### src/rtl/uart_pkg.sv
// Shared definitions for the parametrised UART transmitter: FSM encoding,
// parity-mode codes and the default oversampling ratio.
package uart_pkg;

  typedef enum logic [2:0] {
    IDLE,
    START,
    DATA,
    PARITY,
    STOP
  } state_t;

  localparam logic [1:0] PAR_NONE = 2'b00;
  localparam logic [1:0] PAR_EVEN = 2'b01;
  localparam logic [1:0] PAR_ODD  = 2'b10;

  localparam int OS_TICK_DEF = 16;

  // 2'b11 is a second encoding of "no parity".
  function automatic logic par_enabled(input logic [1:0] mode);
    return !((mode == PAR_NONE) || (mode == 2'b11));
  endfunction

  function automatic logic par_value(input logic [1:0] mode, input logic xor_all);
    return (mode == PAR_ODD) ? ~xor_all : xor_all;
  endfunction

endpackage

### src/rtl/uart_tx_hold.sv
// One-entry valid/ready holding register for {din, par_mode}; lets the next
// frame wait while the shifter is still sending the current one.
module uart_tx_hold #(
  parameter int DBIT = 8
) (
  input  logic            clk,
  input  logic            reset,
  input  logic            put,
  input  logic            take,
  input  logic [DBIT-1:0] din,
  input  logic [1:0]      par_mode,
  output logic            ready,
  output logic            full,
  output logic [DBIT-1:0] data,
  output logic [1:0]      mode
);

  logic accept;

  assign accept = put && !full;
  assign ready  = !full;

  // NOTE: sequential state is written with <= so every flop samples the
  // pre-edge values of its inputs, independent of statement order.
  always_ff @(posedge clk) begin
    if (reset)       full <= 1'b0;
    else if (take)   full <= 1'b0;
    else if (accept) full <= 1'b1;
  end

  // NOTE: the payload is deliberately left unreset; it is only ever read
  // while full=1, and reset clears full, which discards it.
  always_ff @(posedge clk) begin
    if (accept) begin
      data <= din;
      mode <= par_mode;
    end
  end

endmodule

### src/rtl/uart_tx_fmt.sv
// UART transmitter with configurable data width, runtime parity, configurable
// stop length and a one-entry holding register for gapless back-to-back frames.
module uart_tx_fmt
  import uart_pkg::*;
#(
  parameter int DBIT    = 8,
  parameter int SB_TICK = 16,
  parameter int OS_TICK = OS_TICK_DEF
) (
  input  logic            clk,
  input  logic            reset,
  input  logic            s_tick,
  input  logic            tx_start,
  input  logic [DBIT-1:0] din,
  input  logic [1:0]      par_mode,
  output logic            tx_ready,
  output logic            tx,
  output logic            tx_done_tick,
  output logic            busy
);

  localparam int CW = $clog2((SB_TICK > OS_TICK) ? SB_TICK : OS_TICK);
  localparam int BW = $clog2(DBIT);
  localparam logic [CW-1:0] OS_LAST  = CW'(OS_TICK - 1);
  localparam logic [CW-1:0] SB_LAST  = CW'(SB_TICK - 1);
  localparam logic [BW-1:0] BIT_LAST = BW'(DBIT - 1);

  state_t          state, state_n;
  logic [CW-1:0]   tick, tick_n;
  logic [BW-1:0]   bit_cnt, bit_n;
  logic [DBIT-1:0] shift, shift_n;
  logic            par_bit, par_bit_n;
  logic            par_en, par_en_n;
  logic            tx_n, done_n, load, bit_end;

  logic            hold_full;
  logic [DBIT-1:0] hold_data;
  logic [1:0]      hold_mode;

  uart_tx_hold #(.DBIT(DBIT)) u_hold (
    .clk      (clk),
    .reset    (reset),
    .put      (tx_start),
    .take     (load),
    .din      (din),
    .par_mode (par_mode),
    .ready    (tx_ready),
    .full     (hold_full),
    .data     (hold_data),
    .mode     (hold_mode)
  );

  assign busy = (state != IDLE);

  always_ff @(posedge clk) begin
    if (reset) begin
      state        <= IDLE;
      tick         <= '0;
      bit_cnt      <= '0;
      shift        <= '0;
      par_bit      <= 1'b0;
      par_en       <= 1'b0;
      tx           <= 1'b1;
      tx_done_tick <= 1'b0;
    end else begin
      state        <= state_n;
      tick         <= tick_n;
      bit_cnt      <= bit_n;
      shift        <= shift_n;
      par_bit      <= par_bit_n;
      par_en       <= par_en_n;
      tx           <= tx_n;
      tx_done_tick <= done_n;
    end
  end

  // NOTE: every signal gets a default before the case so no path leaves one
  // unassigned, which would otherwise infer a latch.
  always_comb begin
    state_n   = state;
    tick_n    = tick;
    bit_n     = bit_cnt;
    shift_n   = shift;
    par_bit_n = par_bit;
    par_en_n  = par_en;
    tx_n      = 1'b1;
    done_n    = 1'b0;
    load      = 1'b0;
    bit_end   = s_tick && (tick == ((state == STOP) ? SB_LAST : OS_LAST));

    if (s_tick && state != IDLE) tick_n = tick + 1'b1;

    unique case (state)
      IDLE: load = hold_full;
      START: begin
        tx_n = 1'b0;
        if (bit_end) state_n = DATA;
      end
      DATA: begin
        tx_n = shift[0];
        if (bit_end) begin
          shift_n = shift >> 1;
          if (bit_cnt == BIT_LAST) begin
            bit_n   = '0;
            state_n = par_en ? PARITY : STOP;
          end else begin
            bit_n = bit_cnt + 1'b1;
          end
        end
      end
      PARITY: begin
        tx_n = par_bit;
        if (bit_end) state_n = STOP;
      end
      STOP: begin
        if (bit_end) begin
          done_n = 1'b1;
          // A waiting word starts in the same cycle, so frames abut with no gap.
          if (hold_full) load = 1'b1;
          else           state_n = IDLE;
        end
      end
      default: state_n = IDLE;
    endcase

    if (bit_end) tick_n = '0;

    if (load) begin
      shift_n   = hold_data;
      par_bit_n = par_value(hold_mode, ^hold_data);
      par_en_n  = par_enabled(hold_mode);
      tick_n    = '0;
      bit_n     = '0;
      state_n   = START;
    end
  end

endmodule

### config.mk
export PLATFORM = sky130hd
export DESIGN_NAME = uart_tx_fmt
export DESIGN_NICKNAME = d
export VERILOG_FILES = /design/src/rtl/uart_pkg.sv /design/src/rtl/uart_tx_hold.sv /design/src/rtl/uart_tx_fmt.sv
export SDC_FILE = /design/constraint.sdc
export NUM_CORES = 1
export LEC_CHECK = 0
export ABC_AREA = 1
export CAP_MARGIN = 0
export CORE_MARGIN = 8
export CORE_UTILIZATION = 59
export DETAILED_ROUTE_END_ITERATION = 8
export GPL_TIMING_DRIVEN = 0
export PLACE_DENSITY = 0.83
export SYNTH_ARGS = -nofsm -noshare
export SYNTH_HDL_FRONTEND = slang
export SYNTH_HIERARCHICAL = 1
export SYNTH_SLANG_ARGS = --single-unit
### constraint.sdc
create_clock -name clk -period 2.1 [get_ports clk]
set_input_delay 0.21 -clock clk [delete_from_list [all_inputs] [get_ports clk]]
set_output_delay 0.21 -clock clk [all_outputs]
set_load 0.03 [all_outputs]
**After elaboration in Yosys (flattened, before gate mapping)**

Index checks and enable logic that the tools add are counted.

- Reduce and logical (&&, ||, !) cells: 19
- Bitwise gates (word level): 3
- Multiplexer cells: 19
- Eq/ne operators: 21
- Add/sub/neg operators: 2

Operator list:

| operator | count |
|---|---|
| two-way mux 3 bit | 8 |
| two-way mux 8 bit | 3 |
| inequality test 3 bit (second input constant) | 6 |
| one-hot mux 3 bit (5 select lines) | 1 |
| inequality test 2 bit (second input constant) | 7 |
| AND reduction 7 bit | 2 |
| XOR reduction 8 bit | 1 |
| == test 3 x 2 -> 1 bit (second input constant) | 2 |
| == test 3 bit (second input constant) | 2 |
| two-way mux 1 bit | 5 |
| adder 4 x 1 -> 4 bit (second input constant) | 1 |
| == test 2 bit (second input constant) | 2 |
| == test 4 bit (second input constant) | 1 |
| AND reduction 2 bit | 2 |
| nonzero test 2 bit | 2 |
| OR reduction 2 bit | 2 |
| adder 3 x 1 -> 3 bit (second input constant) | 1 |
| == test 3 x 1 -> 1 bit (second input constant) | 1 |
| logical AND 1 bit | 3 |
| logical NOT 3 bit | 1 |
| NOT 1 bit | 3 |
| one-hot mux 1 bit (3 select lines) | 1 |
| nonzero test 3 bit | 1 |
| OR reduction 3 bit | 1 |
| other kinds (4) | 5 |

- Input port bits: 14
- Word-level logic and storage cells: 76
- Register bits after elaboration: 33

**Longest topological paths before layout**

- Depth after elaboration: 6
- Gate-level depth with buffers: 11
- Mapped depth without buffers: 11

**Hierarchy**

Netlist, hierarchy kept.

By module, submodules not included:

| module | instances | cells each | area an instance (um^2) | sequential area each (um^2) |
|---|---|---|---|---|
| uart_tx_fmt | 1 | 179 | 1,251.2 | 440.4 |
| uart_tx_hold | 1 | 19 | 350.3 | 320.3 |

**Worst setup path before layout**

No wires, ideal clock.

- Path type: register to register
- Start point: register tick[0]
- End point: register shift[5]
- Required time: 1.962 ns
- Cell stages (with the launch flop): 8
- Setup slack: 0.743 ns
- Library setup time: 0.138 ns
- Buffers on the path: 0
- Arrival: 1.219 ns
- Cell sequence: dfxtp_1 > ha_1 > nand2_1 > nor2_4 > o21bai_4 > inv_8 > a21boi_0 > a21oi_1

- Longest elaborated chain between the ends: 6

RTL lines:

| item | line | RTL |
|---|---|---|
| start: declaration | uart_tx_fmt.sv:29 | `logic [CW-1:0] tick, tick_n;` |
| start signal: assignment | uart_tx_fmt.sv:67 | `tick <= tick_n;` |
| == test 4 bit * | uart_tx_fmt.sv:89 | `bit_end = s_tick && (tick == ((state == STOP) ? SB_LAST : OS_LAST));` |
| logical AND 1 bit * | uart_tx_fmt.sv:89 |  |
| two-way mux 1 bit * | uart_tx_fmt.sv:116 | `if (bit_end) begin` |
| one-hot mux 1 bit (2 select lines) * | uart_tx_fmt.sv:93 | `unique case (state)` |
| via load | uart_tx_fmt.sv:34 | `logic tx_n, done_n, load, bit_end;` |
| nonzero test 2 bit (no source line) | - |  |
| AND reduction 2 bit (no source line) | - |  |
| end signal: assignment | uart_tx_fmt.sv:69 | `shift <= shift_n;` |
| end: declaration | uart_tx_fmt.sv:31 | `logic [DBIT-1:0] shift, shift_n;` |

Mark *: on every way through the listed nets, which the timed path passes. The rest lies on a longest branch.
A chain may end at the register's enable or synchronous reset.

**Worst setup path after layout**

- Start point: register u_hold.full
- End point: output port tx_ready

- Longest elaborated chain between the ends: 1

RTL lines:

| item | line | RTL |
|---|---|---|
| start: declaration | uart_tx_hold.sv:13 | `output logic full,` |
| start signal: assignment | uart_tx_hold.sv:26 | `if (reset) full <= 1'b0;` |
| start signal: assignment | uart_tx_hold.sv:27 | `else if (take) full <= 1'b0;` |
| start signal: assignment | uart_tx_hold.sv:28 | `else if (accept) full <= 1'b1;` |
| logical NOT 1 bit | uart_tx_hold.sv:21 | `assign ready = !full;` |
| end: declaration | uart_tx_fmt.sv:16 | `output logic tx_ready,` |

Every way passes these cells.

==> summary.txt <==
Vias/cell: 5.39
Setup TNS: 0 ns
Clock Skews: 0.00867 ns
Die Y: 68.1 um
CTS sink count: 33
Int Pwr: 1.09 mW
Post-route ant nets: 0
Worst-Margin Slew: 0.884 ns
Hold endpoint: u_hold/data[4]
I/O pin cnt: 18
Filler instances: 236
Share of cells above drive strength 1: 0.112
IO Port Bufs: 17
Ant. Diodes: 0
Area growth syn-to-layout: 16.3%
Reg2Reg Depth: 8
Sequential cell area fraction in the yosys report: 0.475
Via count: 1370
Final Setup Violations: 0
Clock root cell: clkbuf_4
Die W: 68.1 um
CP Data Required Time: 1.89 ns
First-pass DRT Iterations: 4
Starting Density: 0.602
Post-Syn Instances: 198
Switching share of power: 0.383
Tot Pwr: 1.77 mW
DR iter-0 viols: 80
Drt drc: 0
Power Density: 952 mW/mm^2
Core box area: 0.00266 sq mm
Post-Route WL: 3.31 mm
Arrival time at the worst endpoint: 1.41 ns
GRT Total Usage: 0.161
Crit start category: register
Max-slew violations: 0
Crit share post-route: 0.773
Min-delay src: din[4]
WHS Path Cells: 1
Largest net degree at the start of global routing: 11
Area leader, netlist: dfxtp_1
Synth Area per Inst: 8.09 sq um
Worst-case clock buffer depth: 2
Share of power burned in registers: 0.462
Reg-to-reg slack, setup: 0.54 ns
Worst relative slew slack: 0.409
DP Wirelength: 2.56 mm
Reg2reg start: tick[0]
P_leak: 0.827 nW
Synthesized area: 0.00160 sq mm
RSZ-0062 raised after global routing: false
Final hold vios: 0
Clock buffer count from CTS: 5
Worst vdd ir: 831 uV
Reg2Reg Capture Point: bit_cnt[0]
CTS tree: yes
Fmax: 0.616 GHz
Final Cell Area: 0.00186 sq mm
Nets@finish: 240
Number of global-route vias before repair: 1416
First-pass GRT wire length: 5.79 mm
Yosys reg bits: 33
Crit path time final: 1.62 ns
Cell Area, Placed: 0.00181 sq mm
DIE AREA: 0.00464 sq mm
Cts repair resizes: 0
Most area-consuming cells after synthesis: dfxtp_1 29%, edfxtp_1 19%, nand2_1 12%
Routed wire per std cell: 13.0 um
Top-area cell type share of the netlist area: 0.288
Hold Path Class: in2reg
Initial antenna violation count: 0
Routability cong.: 0.810
Post-CTS Setup Bufs: 0
CP endpoint kind: primary output
GRT Residual Overflow: 0
Maxcap violations: 0
Syn. warnings: 6
CP Max Fanout: 5
Comb pwr share: 0.353
Hold buffer count at CTS: 0
Clock H-tree levels: 2
Switching Power: 0.679 mW
Status: finished, final reports clean
Distinct cells, synth: 29
Worst-path clk slew: 0.10 ns
Hold Slack: 0.436 ns
Crit path launch: u_hold/full
CP Class: reg2out
Post-synth net total: 216
Worst-Skew Late Latency: 0.32 ns
Clock network power share: 0.185
Cell row count: 19
==> layer usage <==
layer  vias to the layer above  track usage  share of wire
met1                       637        0.170           0.42
li1                        686            -              -
met2                        39        0.294           0.53
met4                         0       0.0793          0.018
met5                         -            0              0
met3                         8       0.0360          0.032
==> sequential cells by signal, indices dropped and copies added (netlist names) <==
register	flops
par_en	1
u_hold/mode	2
state	3
tick	4
tx_done_tick	1
u_hold/full	1
shift	8
tx	1
u_hold/data	8
bit_cnt	3
par_bit	1
==> through the flow <==
stage	utilization	cells	setup WS, ns
5_1_grt	0.700	254	0.389
2_1_floorplan	-	198	0.743
4_1_cts	0.699	254	0.113
6_report	0.700	254	0.477
3_5_place_dp	0.680	246	0.286
3_3_place_gp	0.680	246	0.346
==> critical path, stage by stage (launching register included) <==
cell and delay, ns:
dfxtp_1 0.37, inv_1 0.07, clkdlybuf4s50_1 0.66
==> placed cells by master, fill, tap and decap left out, drive strengths merged <==
master,count
or2,1
a21boi,1
dlymetal6s2s,1
o21ai,7
xnor2,2
edfxtp,10
clkinv,3
buf,1
dfxtp,23
nor2,24
o21bai,1
nand4,2
inv,28
nand3,11
ha,4
clkdlybuf4s50,16
a31oi,1
nand2,57
a21oi,21
xor2,2
nor3,1
clkbuf,6
==> cells in the mapped netlist <==
| cell type | n |
|---|---|
| buf_6 | 1 |
| nor2_1 | 18 |
| o21ai_0 | 5 |
| ha_1 | 4 |
| o21ai_2 | 1 |
| nor2_2 | 2 |
| a21boi_0 | 1 |
| nor2_8 | 2 |
| or2_2 | 1 |
| a31oi_1 | 1 |
| xor2_1 | 2 |
| a21oi_1 | 20 |
| nor2_4 | 2 |
| o21bai_4 | 1 |
| inv_2 | 2 |
| nand2_2 | 4 |
| clkbuf_1 | 1 |
| inv_1 | 24 |
| edfxtp_1 | 10 |
| o21ai_1 | 1 |
| nor3_1 | 1 |
| a21oi_2 | 1 |
| nand4_1 | 2 |
| dfxtp_1 | 23 |
| nand3_1 | 11 |
| inv_8 | 1 |
| nand2_1 | 53 |
| inv_4 | 1 |
| xnor2_1 | 2 |
==> final cells by class <==
class                           count  area, sq um  share of cell area
Clock inverter                      3         12.5             0.00672
Sequential cell                    33          761               0.408
Clock buffer                        5         37.5              0.0201
Timing Repair Buffer               17          173              0.0927
Buffer                              2         15.0             0.00806
Tap cell                           31         38.8              0.0208
Inverter                           28          115              0.0618
Multi-Input combinational cell    135          711               0.381
==> cell families after synthesis <==
logic type                 count (synthesis)  synth area share
AOI/OAI and AO/OA                         31             0.113
xor gates and xnor gates                   4            0.0219
adders and majority gates                  4            0.0313
buffers and inverters                     30            0.0813
DFF                                       33             0.475
and+or+nand+nor                           96             0.278
==> power groups by stage <==
| stage | Combinational [mW] | Clock, mW | Sequential [mW] |
|---|---|---|---|
| 4_1_cts | 0.625 | 0.336 | 0.818 |
| 2_1_floorplan | 0.446 | 0 | 0.825 |
| 3_3_place_gp | 0.591 | 0 | 0.827 |
| 6_report | 0.626 | 0.328 | 0.820 |
| 3_5_place_dp | 0.621 | 0 | 0.833 |
| 5_1_grt | 0.701 | 0.360 | 0.831 |
==> how the worst max path moves through the flow <==
stage | cells after the start | to | slack, ns
4_1_cts | 3 | busy | 0.11
6_report | 2 | tx_ready | 0.48
3_5_place_dp | 3 | u_hold/data[2] | 0.29
3_3_place_gp | 3 | u_hold/data[2] | 0.35
2_1_floorplan | 7 | shift[5] | 0.74
5_1_grt | 3 | busy | 0.39
No activity file was read; power rests on OpenSTA's default activity.
